--- src/rtl/payment_collector_pkg.sv ---
// Shared types and constants for the payment collector: state encoding,
// accepted denominations and the legal price range.
package payment_collector_pkg;

  typedef enum logic [2:0] {
    StIdle         = 3'd0,
    StCollect      = 3'd1,
    StIssue        = 3'd2,
    StWaitDispense = 3'd3
  } pc_state_e;

  // Denominations in euros, sized for the 6-bit running total.
  localparam logic [5:0] Coin2Value  = 6'd2;
  localparam logic [5:0] Note10Value = 6'd10;
  localparam logic [5:0] Note20Value = 6'd20;

  localparam logic [4:0] MinPrice = 5'd2;
  localparam logic [4:0] MaxPrice = 5'd28;

  // Only even prices inside the legal range can be settled with the denominations on offer.
  function automatic logic price_is_valid(input logic [4:0] p);
    return (p[0] == 1'b0) && (p >= MinPrice) && (p <= MaxPrice);
  endfunction

endpackage

--- src/rtl/payment_collector_dispense_watchdog.sv ---
// Counts cycles spent waiting on the dispenser and flags the last allowed cycle.
module payment_collector_dispense_watchdog #(
  parameter int unsigned TIMEOUT = 40
) (
  input  logic i_clk,
  input  logic i_rst,
  input  logic i_run,
  output logic o_expired
);

  localparam int unsigned CntW = (TIMEOUT > 1) ? $clog2(TIMEOUT) : 1;
  localparam logic [CntW-1:0] LastCount = CntW'(TIMEOUT - 1);

  logic [CntW-1:0] r_count;

  // Counter restarts whenever the wait state is left, so each wait gets a full budget.
  always_ff @(posedge i_clk) begin
    if (i_rst || !i_run) begin
      r_count <= '0;
    end else if (!o_expired) begin
      r_count <= r_count + CntW'(1);
    end
  end

  // High during the TIMEOUT-th consecutive wait cycle.
  assign o_expired = i_run && (r_count == LastCount);

endmodule

--- src/rtl/payment_collector.sv ---
// Vending payment controller: accepts a price, collects coins/notes, issues
// change or a refund to the dispenser and reports the outcome as one-cycle pulses.
module payment_collector
  import payment_collector_pkg::*;
#(
  parameter int unsigned TIMEOUT = 40
) (
  input  logic       clock,
  input  logic       reset,
  input  logic       priceValid,
  input  logic [4:0] price,
  input  logic       coin2In,
  input  logic       note10In,
  input  logic       note20In,
  input  logic       cancel,
  input  logic       noMoneyLeft,
  output logic [4:0] moneyToGive,
  output logic       saleDone,
  output logic       refundDone,
  output logic       priceError,
  output logic       insertReject,
  output logic       dispenseFault,
  output logic [5:0] paid,
  output logic       busy,
  output logic [2:0] state
);

  pc_state_e  r_state, w_state_next;
  logic [4:0] r_price, w_price_next;
  logic [5:0] r_paid, w_paid_next;
  logic [4:0] r_money, w_money_next;
  logic       r_refund, w_refund_next;
  logic       r_sale_done, w_sale_done;
  logic       r_refund_done, w_refund_done;
  logic       r_price_error, w_price_error;
  logic       r_insert_reject, w_insert_reject;
  logic       r_dispense_fault, w_dispense_fault;

  logic       w_any_ins;
  logic       w_multi_ins;
  logic [5:0] w_denom;
  logic [5:0] w_sum;
  logic [4:0] w_change;
  logic       w_expired;

  payment_collector_dispense_watchdog #(
    .TIMEOUT(TIMEOUT)
  ) u_watchdog (
    .i_clk    (clock),
    .i_rst    (reset),
    .i_run    (r_state == StWaitDispense),
    .o_expired(w_expired)
  );

  assign w_any_ins   = coin2In | note10In | note20In;
  assign w_multi_ins = (coin2In & note10In) | (coin2In & note20In) | (note10In & note20In);

  // Pick the single counted denomination: note20 over note10 over coin2.
  always_comb begin
    w_denom = '0;
    if (note20In) begin
      w_denom = Note20Value;
    end else if (note10In) begin
      w_denom = Note10Value;
    end else if (coin2In) begin
      w_denom = Coin2Value;
    end
  end

  assign w_sum    = r_paid + w_denom;
  // The true difference never exceeds 26, so the 5-bit wrap-around result is exact.
  assign w_change = w_sum[4:0] - r_price;

  // Next-state, datapath and pulse decisions for the transaction FSM.
  always_comb begin
    w_state_next     = r_state;
    w_price_next     = r_price;
    w_paid_next      = r_paid;
    w_refund_next    = r_refund;
    w_money_next     = '0;
    w_sale_done      = 1'b0;
    w_refund_done    = 1'b0;
    w_price_error    = 1'b0;
    w_insert_reject  = 1'b0;
    w_dispense_fault = 1'b0;

    unique case (r_state)
      StIdle: begin
        w_insert_reject = w_any_ins;
        if (priceValid) begin
          if (price_is_valid(price)) begin
            w_state_next = StCollect;
            w_price_next = price;
            w_paid_next  = '0;
          end else begin
            w_price_error = 1'b1;
          end
        end
      end

      StCollect: begin
        if (cancel) begin
          w_insert_reject = w_any_ins;
          if (r_paid == 6'd0) begin
            w_refund_done = 1'b1;
            w_state_next  = StIdle;
          end else begin
            w_money_next  = r_paid[4:0];
            w_refund_next = 1'b1;
            w_state_next  = StIssue;
          end
        end else if (w_any_ins) begin
          w_insert_reject = w_multi_ins;
          if (w_sum >= {1'b0, r_price}) begin
            if (w_change == 5'd0) begin
              w_sale_done  = 1'b1;
              w_paid_next  = '0;
              w_state_next = StIdle;
            end else begin
              w_money_next  = w_change;
              w_refund_next = 1'b0;
              w_paid_next   = w_sum;
              w_state_next  = StIssue;
            end
          end else begin
            w_paid_next = w_sum;
          end
        end
      end

      StIssue: begin
        w_insert_reject = w_any_ins;
        w_state_next    = StWaitDispense;
      end

      StWaitDispense: begin
        w_insert_reject = w_any_ins;
        // A completion arriving on the last allowed cycle still counts as success.
        if (noMoneyLeft) begin
          w_sale_done   = !r_refund;
          w_refund_done = r_refund;
          w_paid_next   = '0;
          w_state_next  = StIdle;
        end else if (w_expired) begin
          w_dispense_fault = 1'b1;
          w_paid_next      = '0;
          w_state_next     = StIdle;
        end
      end

      default: begin
        w_state_next = StIdle;
        w_paid_next  = '0;
      end
    endcase
  end

  // State and registered outputs; reset drops any transaction in flight silently.
  always_ff @(posedge clock) begin
    if (reset) begin
      r_state          <= StIdle;
      r_price          <= '0;
      r_paid           <= '0;
      r_money          <= '0;
      r_refund         <= 1'b0;
      r_sale_done      <= 1'b0;
      r_refund_done    <= 1'b0;
      r_price_error    <= 1'b0;
      r_insert_reject  <= 1'b0;
      r_dispense_fault <= 1'b0;
    end else begin
      r_state          <= w_state_next;
      r_price          <= w_price_next;
      r_paid           <= w_paid_next;
      r_money          <= w_money_next;
      r_refund         <= w_refund_next;
      r_sale_done      <= w_sale_done;
      r_refund_done    <= w_refund_done;
      r_price_error    <= w_price_error;
      r_insert_reject  <= w_insert_reject;
      r_dispense_fault <= w_dispense_fault;
    end
  end

  assign moneyToGive   = r_money;
  assign saleDone      = r_sale_done;
  assign refundDone    = r_refund_done;
  assign priceError    = r_price_error;
  assign insertReject  = r_insert_reject;
  assign dispenseFault = r_dispense_fault;
  assign paid          = r_paid;
  assign busy          = (r_state != StIdle);
  assign state         = r_state;

endmodule

--- config.mk ---
export PLATFORM = sky130hd
export DESIGN_NAME = payment_collector
export DESIGN_NICKNAME = d
export VERILOG_FILES = /design/src/rtl/payment_collector_pkg.sv /design/src/rtl/payment_collector_dispense_watchdog.sv /design/src/rtl/payment_collector.sv
export SDC_FILE = /design/constraint.sdc
export NUM_CORES = 1
export LEC_CHECK = 0
export BUFFER_PORTS_ARGS = -buffer_cell sky130_fd_sc_hd__buf_4
export CAP_MARGIN = 20
export CORE_MARGIN = 2
export CORE_UTILIZATION = 45
export DETAILED_ROUTE_END_ITERATION = 6
export PLACE_DENSITY = 0.67
export SYNTH_ARGS = -nofsm -noshare
export SYNTH_HDL_FRONTEND = slang
export SYNTH_HIERARCHICAL = 1
export SYNTH_SLANG_ARGS = --single-unit
--- constraint.sdc ---
create_clock -name clock -period 3.82 [get_ports clock]
set_input_delay 0.573 -clock clock [delete_from_list [all_inputs] [get_ports clock]]
set_output_delay 0.573 -clock clock [all_outputs]
set_load 0.01 [all_outputs]
==> reports/results.tsv, run 1 <==
stage	metric	value	unit
logic_synthesis	Top FF cell, synth	dfxtp_1	
logic_synthesis	synthesized cell area	1680	sq um
floorplan	core box area	3630	sq um
finish	diode count	0	
timing	max-slew violation count	0	
setup_path	WP data arrival	3390	ps
clocking	Clock transition at path regs	60	ps
clocking	post_cts resized	0	
finish	share of cells above drive strength 1	22.0	%
clocking	Root Buffer	clkbuf_8	
logic_synthesis	Post-synth EDFFs	0	
floorplan	die height	65.2	microns
worst_hold_path	worst min path class	reg2reg	
timing	Rel. slew slack	62.9	%
logic_synthesis	Synth cell types	48	
floorplan	FP Rows	22	
routing	DRC	0	
place	IO buf count	30	
timing	f_max	311	MHz
routing	Routed wire per std cell	14.1	microns
clocking	Clk Latency, worst-skew pair	280	ps
timing	skew final	7.72	ps
global_routing	total global-route track usage	20.0	%
power	Max IR drop VDD	0.213	mV
floorplan	Initial Utilization	46.3	%
clocking	clk sinks	29	
place	routability congestion estimate	0.898	
timing	Tmin final	3210	ps
routing	Post-DRT Antenna Nets	0	
timing	final hold vios	0	
logic_synthesis	#FFs+latches synth	29	
outcome	status	complete, no violations	
logic_synthesis	ys async rst share	0	%
timing	Final setup viols	0	
routing	Total Routed Length	3830	microns
power	Power Density	364	nW/um^2
timing	Slew @ Worst Pin	552	ps
clocking	H-tree depth	2	
logic_synthesis	total number of yosys warnings	6	
job	Max-Cap Viols	0	
logic_synthesis	synth top area cells	dfxtp_1 34%, ha_1 8.2%, nor2_1 3.8%	
routing	initial drt markers	85	
global_routing	vias in the first global route	1439	
power	Tot Pwr	0.000748	W
global_routing	GRT overflow	0	
setup_path	CP endpoint kind	flop	
clocking	Clock Path Buffers	2	
clocking	Post-CTS Setup Repair Bufs	0	
place	DP HPWL	2980	microns
logic_synthesis	area leader, netlist	dfxtp_1	
global_routing	first-pass GRT wire length	6600	microns
place	Post-DP Area	1950	sq um
setup_path	Setup Crit Path Kind	in2reg	
global_routing	initial antenna violation count	0	
finish	Final #Nets	248	
timing	part of the cycle the worst path needs	84.1	%
routing	DR pass1 iterations	4	
setup_path	Crit Path Max Fanout	5	
clocking	Post-CTS Hold Buffers	0	
finish	Final Cell Area	2050	sq um
timing	RSZ-0062 raised after global routing	false	
floorplan	# IOs	33	
setup_path	crit start category	primary input	
setup_path	Req. time, crit path	4000	ps
timing	setup TNS	0	ps
logic_synthesis	Avg Inst Size Synth	8.95	sq um
finish	Area growth syn-to-layout	22.1	%
clocking	TritonCTS clock tree	built	
logic_synthesis	sequential area share after synthesis	34.5	%
floorplan	Die Area	4250	sq um
floorplan	die width	65.2	microns
power	Static Leak	0.879	nW
routing	via count	1551	
logic_synthesis	post-synth top area share	34.5	%
global_routing	pin count of the biggest net entering global routing	16	
logic_synthesis	Mapped Cells	188	
routing	Vias/cell	5.72	
finish	fillers	386	
clocking	TritonCTS buffer count	5	
## cells in the final DEF, fill, tap and decap left out, drive strengths merged, types with 5 or more instances in the layout
master,n
dfxtp,29
a21oi,10
nand2,11
xor2,5
o21ai,8
mux2i,5
or3,5
inv,9
nor3,7
ha,11
clkbuf,7
buf,31
nand3,10
nor2,17
## power by group
part / internal [W] / total, W / switching, W
clock network: 0.000163 / 0.000280 / 0.000118
logic: 0.0000648 / 0.000150 / 0.0000848
registers: 0.000310 / 0.000318 / 0.00000793
total: 0.000538 / 0.000748 / 0.000210
## cell usage after synthesis (2+ instances only)
library cell	number
mux2i_1	5
nor2_1	17
xor2_1	5
clkbuf_1	3
or2_2	2
a32oi_1	2
inv_1	9
a211oi_1	2
nor2b_1	4
fa_1	2
ha_1	11
a32o_2	4
or3_1	4
a21oi_1	10
nand4b_1	2
nand2_1	11
dfxtp_1	29
nor4_1	3
a31oi_1	3
nor3_1	7
buf_4	2
nand2b_1	4
nand3b_1	3
nand3_1	9
o211ai_1	3
o21ai_0	7
nor3b_1	2
and4_1	3
## path summary, 6_finish.rpt
kind	depth (start not counted)	endpoint	from	slack (ps)
min reg2reg	2	u_watchdog/r_count[1]	u_watchdog/r_count[1]	500
min	2	u_watchdog/r_count[1]	u_watchdog/r_count[1]	500
max	13	paid[2]	note10In	610
max reg2reg	10	paid[2]	paid[1]	810
## worst max-delay path: stages
cell and delay [ps]:
buf_4 130, nor2_1 140, nor2_1 60, ha_1 200, fa_1 410, xor2_1 200, ha_1 370, nand2_1 70
o21ai_0 270, a2111oi_1 140, buf_4 170, or3_4 400, a32o_2 270
## cells by family (layout without fill, tap and decap cells)
kind of cell    after synthesis  count (layout)  share of synthesized area [%]
simple gates                 78              78                           26.8
compound gates               40              40                           16.7
flops                        29              29                           34.5
fa+ha+maj                    14              14                           11.2
buf+inv                      14              48                           3.57
xor+xnor                      6               6                           3.12
mux                           6               6                           3.87
other cells                   1               2                          0.223
## per-stage QoR
step                cells  setup WS (ps)  utilization [%]  hold slack (ps)
detailed placement    263            367             53.8              495
CTS                   271            653             56.5              505
floorplan             189            687                -              463
global placement      263            421             53.8              480
global route          271            494             56.5              530
finish                271            608             56.5              502
## sequential cells by signal, summed over array words and instances (netlist names)
| name | count |
|---|---|
| r_price | 5 |
| priceError | 1 |
| paid | 5 |
| refundDone | 1 |
| r_refund | 1 |
| dispenseFault | 1 |
| insertReject | 1 |
| moneyToGive | 5 |
| u_watchdog/r_count | 6 |
| saleDone | 1 |
| state | 2 |
## cell type report
class	instances	area, sq um	area share [%]
Multi-Input combinational cell	146	1050	50.9
Sequential cell	29	581	28.3
Timing Repair Buffer	31	233	11.3
Clock buffer	7	96.3	4.69
Tap cell	48	60.1	2.92
Inverter	9	33.8	1.64
Clock inverter	1	5.00	0.244
## per-layer routing
metal	track usage (%)	vias up	part of all wire, %
met5	0	-	0
met2	33.4	50	47
met1	25.1	735	45
met4	5.47	0	1.4
met3	5.99	6	6.2
li1	-	760	-
(Power assumes the default switching activity.)
==> run 2, diff against run 1 <==
clock period = 3 ns   (was 3.82 ns; I/O delays follow)
==> reports/results.tsv, run 2 (same netlist as run 1, synthesis figures left out) <==
stage	metric	value	unit
worst_hold_path	min-delay src	price[2]	
clocking	Clock transition at path regs	60	ps
place	routability congestion estimate	0.910	
routing	Total Routed Length	4070	microns
finish	diode count	0	
place	IO buf count	30	
finish	most frequent cells in the layout	42 x buf_4, 29 x dfxtp_1, 16 x nor2_1, 11 x nand2_1	
timing	max-slew violation count	0	
clocking	Post-CTS Setup Repair Bufs	0	
timing	skew final	11.2	ps
clocking	TritonCTS buffer count	5	
outcome	status	complete, no violations	
finish	fillers	335	
clocking	H-tree depth	2	
setup_path	CP peak stage delay	560	ps
floorplan	die width	65.2	microns
setup_path	r2r worst-path depth	9	
global_routing	GRT overflow	0	
clocking	Clk Latency, worst-skew pair	290	ps
setup_path	crit start category	primary input	
setup_path	reg-to-reg endpoint	paid[4]	
timing	setup TNS	0	ps
global_routing	pin count of the biggest net entering global routing	16	
timing	Hold WS	411	ps
finish	flip-flop count of the largest register after layout	6	
clocking	Root Buffer	clkbuf_8	
timing	final hold vios	0	
power	Tot Pwr	0.00103	W
routing	via count	1590	
global_routing	first-pass GRT wire length	6820	microns
clocking	Post-CTS Hold Buffers	0	
job	Max-Cap Viols	0	
setup_path	reg-to-reg startpoint	paid[2]	
power	Power Density	471	nW/um^2
routing	Post-DRT Antenna Nets	0	
timing	f_max	349	MHz
power	Max IR drop VDD	0.253	mV
finish	commonest non-fill, non-tap cell in the layout	buf_4	
global_routing	initial antenna violation count	0	
worst_hold_path	worst min path class	in2reg	
setup_path	Setup Crit Path Kind	in2reg	
setup_path	Crit Path Max Fanout	5	
finish	Area growth syn-to-layout	29.4	%
routing	initial drt markers	98	
global_routing	total global-route track usage	20.8	%
setup_path	FF-to-FF setup slack	200	ps
setup_path	Req. time, crit path	3180	ps
setup_path	Critical-path top delay cell	fa_2	
setup_path	cell with the most instances on the worst path	ha_1	
global_routing	vias in the first global route	1521	
routing	Routed wire per std cell	14.5	microns
floorplan	Initial Utilization	46.3	%
place	DP HPWL	3100	microns
timing	part of the cycle the worst path needs	95.5	%
clocking	Clock Path Buffers	2	
routing	Vias/cell	5.66	
worst_hold_path	hold path cells	3	
finish	Biggest register	u_watchdog/r_count	
power	Static Leak	0.934	nW
finish	fin util	60.0	%
timing	Final setup viols	0	
floorplan	# IOs	33	
timing	final worst setup slack	136	ps
clocking	TritonCTS clock tree	built	
floorplan	die height	65.2	microns
timing	Tmin final	2860	ps
clocking	clk sinks	29	
floorplan	Die Area	4250	sq um
setup_path	CP endpoint kind	flop	
timing	Slew @ Worst Pin	608	ps
timing	RSZ-0062 raised after global routing	false	
floorplan	FP Rows	22	
floorplan	core box area	3630	sq um
finish	Final #Nets	259	
setup_path	WP data arrival	3040	ps
routing	DR pass1 iterations	4	
routing	DRC	0	
timing	Rel. slew slack	59.2	%
worst_hold_path	worst min-delay path endpoint	r_price[2]	
setup_path	CP Cell Sequence	buf_4 -> nor2_2 -> nor2_1 -> ha_1 -> fa_2 -> ha_1 -> nand2b_1 -> o2bb2ai_2 -> mux2_4 -> or3_4 -> a32o_2	
place	worst slack, placed	-295	ps
finish	share of cells above drive strength 1	27.9	%
-- run 2: cell types whose count changed in the layout (fill, tap and decap cells not counted), sizes merged --
cell    before  now
buf         31   42
clkbuf       7    5
bufinv       0    1
-- run 2: layout make-up --
cell class | instances | area, sq um | area share [%]
multi-input cells | 146 | 1080 | 49.8
clock inverters | 2 | 35.0 | 1.61
repair buffers | 42 | 315 | 14.5
inverters | 9 | 33.8 | 1.55
clock buffers | 5 | 68.8 | 3.16
flip-flops and latches | 29 | 581 | 26.7
well taps | 48 | 60.1 | 2.76
-- run 2: timing repair --
item / CTS / global route
resized for setup: 1 / 5
endpoints found under the setup margin: 4 / 12
pin swaps: 0 / 1
-- run 2: worst max-delay path by stage --
stage	startpoint	end	slack [ps]	cells past startpoint
after floorplan	note10In	paid[1]	40	10
final	note10In	paid[4]	140	11
after detailed placement	note10In	paid[4]	-290	13
after global placement	note10In	paid[1]	-190	13
after global routing	note10In	paid[4]	30	11
after CTS	note10In	paid[3]	30	11
-- run 2: critical path, delay by kind of cell --
family          cells  cell delay [ps]
buf+inv             1              120
compound gates      2              420
simple gates        4              650
fa+ha+maj           3             1070
mux                 1              340
-- run 2: report_power, final --
group / total (W) / leakage [nW] / switching, W / internal, W
clock: 0.000391 / 0.0540 / 0.000150 / 0.000241
combinational: 0.000231 / 0.645 / 0.000121 / 0.000109
sequential: 0.000405 / 0.235 / 0.00000958 / 0.000395
-- run 2: metrics by stage --
stage | instance area (sq um) | cells
6_report | 2180 | 281
5_1_grt | 2180 | 281
4_1_cts | 2150 | 281
3_5_place_dp | 2040 | 274
3_3_place_gp | 2040 | 274
2_1_floorplan | 1690 | 189
-- run 2: per-layer routing --
metal / wire length (microns) / up-vias / track usage [%]
li1: - / 778 / -
met1: 1800 / 758 / 26.5
met2: 1970 / 48 / 34.7
met3: 247 / 6 / 5.99
met4: 48 / 0 / 5.73
met5: 0 / - / 0
==> run 3, diff against run 2 <==
BUFFER_PORTS_ARGS = -buffer_cell sky130_fd_sc_hd__buf_2   (was -buffer_cell sky130_fd_sc_hd__buf_4)
==> reports/results.tsv, run 3 (same netlist as run 1, synthesis figures left out) <==
stage	metric	value	unit
timing	f_max	344	MHz
timing	Rel. slew slack	59.3	%
setup_path	Setup Crit Path Kind	in2reg	
timing	final hold vios	0	
setup_path	Req. time, crit path	3160	ps
floorplan	Die Area	4250	sq um
finish	fillers	360	
routing	DRC	0	
place	IO buf count	30	
floorplan	die width	65.2	microns
global_routing	total global-route track usage	20.7	%
finish	diode count	0	
timing	Final setup viols	0	
clocking	TritonCTS clock tree	built	
job	Max-Cap Viols	0	
power	Static Leak	0.933	nW
finish	Area growth syn-to-layout	25.1	%
global_routing	pin count of the biggest net entering global routing	16	
global_routing	GRT overflow	0	
timing	part of the cycle the worst path needs	97.0	%
setup_path	FF-to-FF setup slack	240	ps
power	Max IR drop VDD	0.252	mV
global_routing	vias in the first global route	1471	
finish	most frequent cells in the layout	30 x buf_2, 29 x dfxtp_1, 17 x nor2_1, 15 x buf_4, 11 x nand2_1	
timing	max-slew violation count	0	
routing	Total Routed Length	3970	microns
floorplan	FP Rows	22	
routing	Routed wire per std cell	14.0	microns
routing	initial drt markers	102	
global_routing	initial antenna violation count	0	
clocking	Clock Path Buffers	2	
place	placed insts	276	
timing	Tmin final	2910	ps
setup_path	Crit Path Max Fanout	4	
setup_path	CP endpoint kind	flop	
finish	commonest non-fill, non-tap cell in the layout	buf_2	
floorplan	die height	65.2	microns
routing	Vias/cell	5.58	
outcome	status	complete, no violations	
finish	flip-flop count of the largest register after layout	6	
finish	Final #Nets	262	
setup_path	WP data arrival	3080	ps
clocking	clk sinks	29	
clocking	Post-CTS Hold Buffers	0	
routing	DR pass1 iterations	4	
worst_hold_path	worst min path class	in2reg	
clocking	TritonCTS buffer count	5	
place	DP HPWL	3110	microns
finish	Finished Layout Cells	284	
clocking	Clk Latency, worst-skew pair	270	ps
place	routability congestion estimate	0.851	
clocking	Clock transition at path regs	60	ps
clocking	Root Buffer	clkbuf_8	
routing	Post-DRT Antenna Nets	0	
finish	Biggest register	u_watchdog/r_count	
floorplan	# IOs	33	
timing	Slew @ Worst Pin	607	ps
setup_path	crit start category	primary input	
finish	share of cells above drive strength 1	28.0	%
finish	Final Cell Area	2100	sq um
floorplan	Initial Utilization	46.3	%
global_routing	first-pass GRT wire length	6780	microns
clocking	H-tree depth	2	
timing	skew final	4.88	ps
floorplan	core box area	3630	sq um
routing	via count	1586	
power	Power Density	454	nW/um^2
place	Post-DP Area	1980	sq um
run 3: layout make-up:
| type | instances | area (sq um) | share of cell area [%] |
|---|---|---|---|
| flip-flops and latches | 29 | 581 | 27.6 |
| multi-input cells | 146 | 1080 | 51.4 |
| well taps | 48 | 60.1 | 2.85 |
| repair buffers | 45 | 263 | 12.5 |
| inverters | 9 | 33.8 | 1.61 |
| clock buffers | 7 | 86.3 | 4.10 |
run 3: through the flow:
step           setup slack [ps]  setup TNS (ps)  power (W)  util, %  hold WS [ps]
2_1_floorplan              39.7               0   0.000540        -           463
3_3_place_gp               -197           -1250   0.000625     54.5           478
3_5_place_dp               -253           -1830   0.000629     54.5           498
4_1_cts                    19.7               0   0.000950     56.9           429
5_1_grt                   -14.5           -16.9    0.00102     57.9           455
6_report                   89.2               0   0.000956     57.9           432
run 3: worst max-delay path, stage by stage:
cell and delay (ps):
buf_2 100, nor2_1 130, nor2_1 70, ha_1 200, fa_1 400, xor2_1 200
ha_1 360, o2bb2ai_2 210, mux2_4 330, or3_4 350, a32o_2 270
run 3: per-layer routing:
metal	global-route usage, %	routed length [microns]
met5	0	0
met2	32.3	1820
met3	4.97	177
met1	27.7	1870
met4	8.07	95
run 3: worst paths after layout:
path,start,to,cells after the start
worst min-delay path,price[2],r_price[2],3
worst max-delay path,note10In,paid[4],11
worst max register to register,paid[1],paid[4],8
worst min register to register,u_watchdog/r_count[1],u_watchdog/r_count[1],2
run 3: what timing repair did:
item	4_1_cts	5_1_grt
setup endpoints to repair	0	8
gates resized for setup	0	6
setup buffers	0	1
run 3: power by group:
group	internal [W]	switching (W)
combinational	0.000110	0.000124
clock	0.000181	0.000136
sequential	0.000395	0.00000929
